<file path="config.mk">
export PLATFORM = sky130hd
export DESIGN_NAME = ex_muldiv_flat
export DESIGN_NICKNAME = d
export VERILOG_FILES = /design/src/rtl/ex_muldiv_pkg.sv /design/src/rtl/ex_muldiv_if.sv /design/src/rtl/ex_muldiv_div_core.sv /design/src/rtl/ex_muldiv.sv /design/src/flat_wrapper.sv
export SDC_FILE = /design/constraint.sdc
export NUM_CORES = 2
export LEC_CHECK = 0
export CORE_UTILIZATION = 65
export CTS_BUF_LIST = sky130_fd_sc_hd__clkbuf_8 sky130_fd_sc_hd__clkbuf_16
export DETAILED_ROUTE_END_ITERATION = 6
export GPL_TIMING_DRIVEN = 0
export PLACE_DENSITY = 0.83
export SYNTH_ARGS = -nofsm -noshare
export SYNTH_HDL_FRONTEND = slang
export SYNTH_SLANG_ARGS = --single-unit
</file>
<file path="constraint.sdc">
create_clock -name clk -period 8.55 [get_ports clk]
set_clock_uncertainty 0.2 [all_clocks]
set_input_delay 0.855 -clock clk [delete_from_list [all_inputs] [get_ports clk]]
set_output_delay 0.855 -clock clk [all_outputs]
set_load 0.01 [all_outputs]
</file>
<file path="src/rtl/ex_muldiv_pkg.sv">
// rtl/ex_muldiv_pkg.sv - funct codes, widths and FSM state type for the EX multiply/divide unit
package ex_muldiv_pkg;

    localparam int DATA_W  = 32;
    localparam int FUNCT_W = 6;

    localparam logic [FUNCT_W-1:0] FUNCT_MTHI  = 6'h11;
    localparam logic [FUNCT_W-1:0] FUNCT_MTLO  = 6'h13;
    localparam logic [FUNCT_W-1:0] FUNCT_MULT  = 6'h18;
    localparam logic [FUNCT_W-1:0] FUNCT_MULTU = 6'h19;
    localparam logic [FUNCT_W-1:0] FUNCT_DIV   = 6'h1a;
    localparam logic [FUNCT_W-1:0] FUNCT_DIVU  = 6'h1b;
    localparam logic [FUNCT_W-1:0] FUNCT_ADDU  = 6'h21;

    typedef enum logic {
        ST_IDLE = 1'b0,
        ST_DIV  = 1'b1
    } muldiv_state_t;

    function automatic logic is_muldiv_op(input logic [FUNCT_W-1:0] f);
        return (f == FUNCT_MULT) || (f == FUNCT_MULTU) || (f == FUNCT_DIV) ||
               (f == FUNCT_DIVU) || (f == FUNCT_MTHI)  || (f == FUNCT_MTLO);
    endfunction

endpackage

</file>
<file path="src/rtl/ex_muldiv_if.sv">
// rtl/ex_muldiv_if.sv - EX-stage request / HI-LO result bundle for the multiply/divide unit
interface ex_muldiv_if
    import ex_muldiv_pkg::*;
#(
    parameter int WIDTH = DATA_W
);
    logic               en;
    logic [FUNCT_W-1:0] funct;
    logic [WIDTH-1:0]   operand_a;
    logic [WIDTH-1:0]   operand_b;
    logic               flush;
    logic               stall_req;
    logic [WIDTH-1:0]   hi;
    logic [WIDTH-1:0]   lo;

    modport master (
        output en, funct, operand_a, operand_b, flush,
        input  stall_req, hi, lo
    );

    modport slave (
        input  en, funct, operand_a, operand_b, flush,
        output stall_req, hi, lo
    );
endinterface

</file>
<file path="src/rtl/ex_muldiv_div_core.sv">
// rtl/ex_muldiv_div_core.sv - radix-2 restoring divider datapath, one quotient bit per step
module muldiv_div_core #(
    parameter int WIDTH = 32
) (
    input  logic             clk,
    input  logic             rst,
    input  logic             start,
    input  logic             step,
    input  logic             signed_op,
    input  logic [WIDTH-1:0] dividend,
    input  logic [WIDTH-1:0] divisor,
    output logic             count_last,
    output logic [WIDTH-1:0] quotient,
    output logic [WIDTH-1:0] remainder
);
    localparam int CW = $clog2(WIDTH);

    logic [CW-1:0]    count;
    logic [WIDTH-1:0] rem_q, quo_q, divisor_q;
    logic             neg_quo, neg_rem;
    logic [WIDTH:0]   partial, diff;
    logic [WIDTH-1:0] rem_next, quo_next, a_mag, b_mag;
    logic             fits;

    assign count_last = (count == CW'(WIDTH - 1));

    // quo_q shifts dividend bits out the top while quotient bits enter at the bottom
    assign partial  = {rem_q, quo_q[WIDTH-1]};
    assign diff     = partial - {1'b0, divisor_q};
    assign fits     = ~diff[WIDTH];
    assign rem_next = fits ? diff[WIDTH-1:0] : partial[WIDTH-1:0];
    assign quo_next = {quo_q[WIDTH-2:0], fits};

    // results are taken from the step in flight so the final bit lands at the same edge
    assign quotient  = neg_quo ? -quo_next : quo_next;
    assign remainder = neg_rem ? -rem_next : rem_next;

    assign a_mag = (signed_op && dividend[WIDTH-1]) ? -dividend : dividend;
    assign b_mag = (signed_op && divisor[WIDTH-1])  ? -divisor  : divisor;

    always_ff @(posedge clk or posedge rst) begin
        if (rst) begin
            count     <= '0;
            rem_q     <= '0;
            quo_q     <= '0;
            divisor_q <= '0;
            neg_quo   <= 1'b0;
            neg_rem   <= 1'b0;
        end else if (start) begin
            count     <= '0;
            rem_q     <= '0;
            quo_q     <= a_mag;
            divisor_q <= b_mag;
            neg_quo   <= signed_op & (dividend[WIDTH-1] ^ divisor[WIDTH-1]);
            neg_rem   <= signed_op & dividend[WIDTH-1];
        end else if (step) begin
            count     <= count + 1'b1;
            rem_q     <= rem_next;
            quo_q     <= quo_next;
        end
    end

endmodule

</file>
<file path="src/rtl/ex_muldiv.sv">
// rtl/ex_muldiv.sv - EX multiply/divide unit owning HI/LO: single-cycle multiply, iterative divide
module ex_muldiv
    import ex_muldiv_pkg::*;
#(
    parameter int WIDTH = DATA_W
) (
    input  logic        clk,
    input  logic        rst,
    ex_muldiv_if.slave  bus
);
    muldiv_state_t      state;
    logic               accept, is_div, div_by_zero, start_div, step;
    logic               count_last;
    logic [WIDTH-1:0]   quotient, remainder;
    logic [2*WIDTH-1:0] a_ext, b_ext, product;

    assign accept      = (state == ST_IDLE) && bus.en && !bus.flush && is_muldiv_op(bus.funct);
    assign is_div      = (bus.funct == FUNCT_DIV) || (bus.funct == FUNCT_DIVU);
    assign div_by_zero = (bus.operand_b == '0);
    assign start_div   = accept && is_div && !div_by_zero;
    assign step        = (state == ST_DIV) && !bus.flush;

    // the last divide cycle releases the pipeline while the result is written
    assign bus.stall_req = start_div || (step && !count_last);

    always_comb begin
        a_ext = {{WIDTH{1'b0}}, bus.operand_a};
        b_ext = {{WIDTH{1'b0}}, bus.operand_b};
        if (bus.funct == FUNCT_MULT) begin
            a_ext = {{WIDTH{bus.operand_a[WIDTH-1]}}, bus.operand_a};
            b_ext = {{WIDTH{bus.operand_b[WIDTH-1]}}, bus.operand_b};
        end
        product = a_ext * b_ext;
    end

    muldiv_div_core #(.WIDTH(WIDTH)) u_div_core (
        .clk        (clk),
        .rst        (rst),
        .start      (start_div),
        .step       (step),
        .signed_op  (bus.funct == FUNCT_DIV),
        .dividend   (bus.operand_a),
        .divisor    (bus.operand_b),
        .count_last (count_last),
        .quotient   (quotient),
        .remainder  (remainder)
    );

    always_ff @(posedge clk or posedge rst) begin
        if (rst) begin
            state  <= ST_IDLE;
            bus.hi <= '0;
            bus.lo <= '0;
        end else begin
            case (state)
                ST_IDLE: begin
                    if (accept) begin
                        case (bus.funct)
                            FUNCT_MULT, FUNCT_MULTU: {bus.hi, bus.lo} <= product;
                            FUNCT_MTHI: bus.hi <= bus.operand_a;
                            FUNCT_MTLO: bus.lo <= bus.operand_a;
                            FUNCT_DIV, FUNCT_DIVU: begin
                                if (div_by_zero) begin
                                    bus.lo <= '1;
                                    bus.hi <= bus.operand_a;
                                end else begin
                                    state <= ST_DIV;
                                end
                            end
                            default: ;
                        endcase
                    end
                end
                ST_DIV: begin
                    if (bus.flush) begin
                        state <= ST_IDLE;
                    end else if (count_last) begin
                        bus.lo <= quotient;
                        bus.hi <= remainder;
                        state  <= ST_IDLE;
                    end
                end
                default: state <= ST_IDLE;
            endcase
        end
    end

endmodule

</file>
<file path="src/flat_wrapper.sv">
// flat-port wrapper written by rule: the top's interface ports become plain ports
module ex_muldiv_flat import ex_muldiv_pkg::*;
#(
    parameter int WIDTH = DATA_W
)
  (clk, rst, bus_en, bus_funct, bus_operand_a, bus_operand_b, bus_flush, bus_stall_req, bus_hi, bus_lo);
  ex_muldiv_if #(.WIDTH(WIDTH)) bus_i ();
  input  logic clk;
  input  logic rst;
  input wire logic [$bits(bus_i.en)-1:0] bus_en;
  input wire logic [$bits(bus_i.funct)-1:0] bus_funct;
  input wire logic [$bits(bus_i.operand_a)-1:0] bus_operand_a;
  input wire logic [$bits(bus_i.operand_b)-1:0] bus_operand_b;
  input wire logic [$bits(bus_i.flush)-1:0] bus_flush;
  output wire logic [$bits(bus_i.stall_req)-1:0] bus_stall_req;
  output wire logic [$bits(bus_i.hi)-1:0] bus_hi;
  output wire logic [$bits(bus_i.lo)-1:0] bus_lo;
  assign bus_i.en = bus_en;
  assign bus_i.funct = bus_funct;
  assign bus_i.operand_a = bus_operand_a;
  assign bus_i.operand_b = bus_operand_b;
  assign bus_i.flush = bus_flush;
  assign bus_stall_req = bus_i.stall_req;
  assign bus_hi = bus_i.hi;
  assign bus_lo = bus_i.lo;
  ex_muldiv #(.WIDTH(WIDTH)) u_core (.clk(clk), .rst(rst), .bus(bus_i));
endmodule
</file>
Yosys cells after proc, flatten, opt, wreduce, memory -nomap -nowiden
Cells that the tools add are included.
{ "word_totals": {"word_cells": 90, "regBits": 168, "input_bits": 74} }
{ "op_classes": {"add_sub_neg": 6, "n_reduce_logical": 25, "mux": 31, "bitwise": 5, "n_mul": 1, "n_eq_ne": 13} }
{ "ops": {"columns": ["operator", "n"], "rows": [
  ["$mux 32", 17],
  ["$pmux 32 s3", 2],
  ["$mux 64", 2],
  ["$neg 32->32", 4],
  ["$pmux 32 s2", 2],
  ["$mul 64x64->64", 1],
  ["$eq 6x5->1 const B", 6],
  ["$sub 33x32->33", 1],
  ["$logic_not 32->1", 1],
  ["$mux 5", 2],
  ["$reduce_and 5->1", 2],
  ["$logic_and 1x1->1", 9],
  ["$ne 4x4->1 const B", 2],
  ["$logic_or 1x1->1", 7],
  ["$add 5x1->5 const B", 1],
  ["$eq 5x5->1 const B", 1],
  ["$mux 1", 5],
  ["$ne 2x2->1 const B", 2],
  ["$reduce_or 2->1", 2],
  ["$logic_not 1->1", 3],
  ["$ne 3x2->1 const B", 1],
  ["$and 1x1->1", 2],
  ["$ne 2x1->1 const B", 1],
  ["$not 1->1", 2],
  ["other kinds (3)", 3]
]} }

Logic depth before layout (Yosys ltp)
{ "logic_depth": {"word_depth": 10, "ltp_mapped": 38, "mapped_depth_nobuf": 36} }

Hierarchy
A second synthesis with hierarchy kept.
{ "hier_totals": {"cells_unflattened": 6808, "hier_area_um2": 60674.4} }
{ "modules_own_cells": {"columns": ["module", "n_inst", "area_per_inst_um2", "cells_per_inst", "seq_area_each_um2"], "rows": [
  ["ex_muldiv", 1, 51256.7, 5619, 1626.6],
  ["muldiv_div_core", 1, 9417.8, 1189, 2577.5]
]} }

Worst setup path after synthesis
No wires, ideal clock.
{ "synth_path": {"path_type": "input-to-reg", "start": "input bus_funct[2]", "end": "register u_core.bus.hi[31]", "stages": 32, "setup_slack_ns": -2.132, "setup_ns": 0.071, "n_path_buf": 2, "t_arrival_ns": 10.410, "path_cell_list": "nor3b_1 -> nand2_1 -> nor3_1 -> and2_1 -> clkbuf_1 -> clkbuf_1 -> nand2_1 -> fa_1 -> inv_1 -> fa_1 -> fa_1 -> inv_1 -> fa_1 -> inv_1 -> fa_1 -> fa_1 -> fa_1 -> fa_1 -> fa_1 -> inv_1 -> fa_1 -> inv_1 -> ha_1 -> a21oi_1 -> o21a_1 -> o2111ai_1 -> a31oi_1 -> o21ai_0 -> a221oi_1 -> xnor2_1 -> a221o_1 -> nor2_1"} }
{ "synth_between": {"elab_chain_cells": 9} }
{ "synth_rtl": {"columns": ["element", "line_no", "text"], "rows": [
  ["from (decl)", "flat_wrapper.sv:11", "input wire logic [$bits(bus_i.funct)-1:0] bus_funct;"],
  ["branches (longest 9 deep; another with $mul 64x64->64)", null, null],
  ["to (signal assigned)", "ex_muldiv.sv:59", "FUNCT_MULT, FUNCT_MULTU: {bus.hi, bus.lo} <= product;"],
  ["to (signal assigned)", "ex_muldiv.sv:60", "FUNCT_MTHI: bus.hi <= bus.operand_a;"],
  ["to (signal assigned)", "ex_muldiv.sv:65", "bus.hi <= bus.operand_a;"],
  ["to (decl)", "ex_muldiv_if.sv:23", "output stall_req, hi, lo"]
]} }
Several ways; the timed one is not identified. The select of a mux whose other input is x is not followed.
A chain may end at the register's enable or synchronous reset.

Final worst setup path
{ "layout_path": {"start": "input bus_funct[5]", "end": "register u_core.bus.hi[25]"} }
The elaborated chain is that of the path after synthesis.

==> flow_summary.toml <==
[sta]
final-hold-violation-count = 0
max-slew-margin-rel_pct = -3.737
finalSetupTns_ps = -42010
drv_slew = 11
finalCriticalPeriod_ps = 10160
min_period_over_period_pct = 118.8
holdWs_ps = 280.3
worst_slew_pin_slew_ps = 1556
fmax_mhz = 98.45
final.setup.worst_slack_ps = -1607
setup_viol = 36
rsz0062_at_grt = "yes"

[setup_path]
end_kind = "flop"
critical_path_arrival_ps = 10340
cp_max_fo = 6
required_ps = 8730
critPathKind = "in2reg"
critPathSlowestCell = "fa_2"
max_stage_delay_ps = 640
path_common_cell = "fa_1"
crit_path_start_kind = "primary input"

[finish]
synthToLayoutAreaGrowth_pct = 13.97
layout.nets = 8830
fin_area_um2 = 68460
drive_above_1_share_pct = 12.14

[yosys]
synthCells = 6702
synthesis.nets = 8543
yosys_warnings = 0
synthDistinctLibCells = 87
synth_edf_count = 0
yosys-top-cells-area = "fa_1 47%, inv_1 9.9%, ha_1 7.2%"
ys_ff_latch = 168
syn-cell-area_um2 = 60070
avgSynthCellArea_um2 = 8.963
ys_seq_area_share_pct = 6.999
async_flop_share_pct = 100.0
synth_top_area_share_pct = 47.33
yosys.area.top_type = "fa_1"
synth_ff_type = "dfrtp_1"

[clock_network]
cts_buffers = 17
clkLatencyLatePin_ps = 470
clk_pin_slew_worst_paths_ps = 90
clk_path_buf_depth = 2
htreeDepth = 4
cts_tree = "built"
cts_root_buf = "clkbuf_16"
ctsHoldBuffers = 0
clkSinkCount = 168

[floorplan]
core_um2 = 91660
rows = 111
die_y_um = 306.0
io_pins = 139
die_w_um = 306.0
start_util_pct = 65.53
dieArea_um2 = 93630

[global_route]
track_usage_pct = 52.91
antenna_found_initial = 28
grt_max_degree = 122
grt_pass1_wl_um = 351200
overflow = 0
grt_pass1_vias = 53450

[detailed_routing]
finalWirelength_um = 245900
dr.pass1.iters = 7
vias_per_cell = 6.422
drc_errors = 13
drtAntennaViolNets = 0
via_count = 52800
wl_per_cell_um = 29.91
drt_iter0_drc = 7203

[place]
placedInstanceArea_um2 = 63080
routabilityCongestion = 1.089
dpl.hpwl_um = 195700
numPortBuffers = 92

[min_path]
hold_class = "reg2reg"

[run]
cap_violations = 1

[run_status]
status = "finished, violations left"
violations = "DRC, capacitance limit, slew limit, setup timing"
[metrics by stage]
stage | setup slack, ps | util, % | std cells
after floorplan | -1310 | - | 6702
after global placement | -4175 | 68.77 | 7980
after detailed placement | -3970 | 68.82 | 7981
after CTS | -1431 | 73.25 | 8128
after global routing | -1841 | 74.60 | 8190
final | -1607 | 74.68 | 8221
[timing repair]
action                                  CTS  global route
buffers inserted                        120            68
gates resized for setup                 793           327
endpoints found under the setup margin   55            46
pin swaps                               185           151
[cell usage in the layout (no fill, tap or decap), drive strengths merged, types with 37 or more instances in the layout]
cell type,Yosys,routed
inv,1587,1594
fa,1420,1420
nand2,920,920
and2,369,369
ha,347,347
buf,65,323
clkbuf,313,264
o21ai,209,209
nor2,186,186
dfrtp,168,168
a21oi,163,163
xnor2,157,157
xor2,86,86
clkdlybuf4s50,0,69
nand3,69,69
a21o,50,50
nor3,48,48
a31oi,37,37
[cells in the mapped netlist (12+ instances only)]
cell type,number
a211oi_1,18
a21o_1,50
a21oi_1,162
a221o_1,32
a221oi_1,14
a31oi_1,37
and2_1,365
and3_1,36
buf_1,62
clkbuf_1,313
dfrtp_1,168
fa_1,1420
ha_1,347
inv_1,1586
mux2i_1,33
nand2_1,920
nand2b_1,19
nand3_1,68
nand4_1,18
nor2_1,186
nor2b_1,12
nor3_1,47
nor4_1,22
o211ai_1,32
o21a_1,13
o21ai_0,204
o22ai_1,21
o31ai_1,36
or3_1,28
or4_1,12
xnor2_1,157
xor2_1,86
[logic make-up after synthesis]
family / count (synthesis) / synth area share [%]
flip-flops: 168 / 6.999
XOR/XNOR: 243 / 3.543
AO/OA/AOI/OAI: 740 / 8.053
buffers and inverters: 1968 / 12.34
multiplexers: 38 / 0.6436
AND/OR/NAND/NOR: 1776 / 13.84
adder cells (fa/ha/maj): 1769 / 54.59
[cell type report]
class                      instances  area (um2)
fill                            6500       23210
tap                             1186        1484
inverter                        1590        5983
clock inverter                    15       185.2
multi-input combinational       4566       50260
clock buffer                      17       425.4
timing repair buffer             277        2465
sequential                       168        4204
buffer                           369        3369
antenna                           33       82.58
[worst paths after layout]
check	start	end	slack, ps	cells after the start
setup reg to reg	u_core.u_div_core.quo_q[31]	u_core.bus.hi[22]	1150	22
setup / recovery	bus_funct[5]	u_core.bus.hi[25]	-1610	37
min in group asynchronous	rst	u_core.u_div_core.quo_q[11]	600	2
max in group asynchronous	rst	u_core.u_div_core.rem_q[30]	6550	3
hold reg to reg	u_core.bus.lo[10]	u_core.bus.lo[10]	280	2
hold / removal	u_core.bus.lo[10]	u_core.bus.lo[10]	280	2
[registers in the layout, indices dropped and copies added, names as in the netlist]
register                     cells
u_core.bus.hi                   32
u_core.bus.lo                   32
u_core.u_div_core.divisor_q     32
u_core.u_div_core.quo_q         32
u_core.u_div_core.rem_q         32
u_core.u_div_core.count          5
u_core.state                     1
u_core.u_div_core.neg_quo        1
u_core.u_div_core.neg_rem        1
[metal layers]
metal | part of all wire, % | wire length (um) | GRT usage, %
met2 | 40 | 99010 | 73.83
met5 | 0.071 | 175 | 0.9302
met1 | 33 | 81490 | 63.95
met4 | 9.7 | 23800 | 40.07
met3 | 17 | 41400 | 24.09
[worst max-delay path: cells and delay by family]
family,cells,cell delay [ps]
buffers and inverters,12,1330
muxes,1,250
adders and majority gates,11,5390
and+or+nand+nor,5,950
AOI/OAI and AO/OA,8,1540
Power is not shown: default switching activity piles up to over one toggle a cycle in this logic, so the estimate is an artifact.
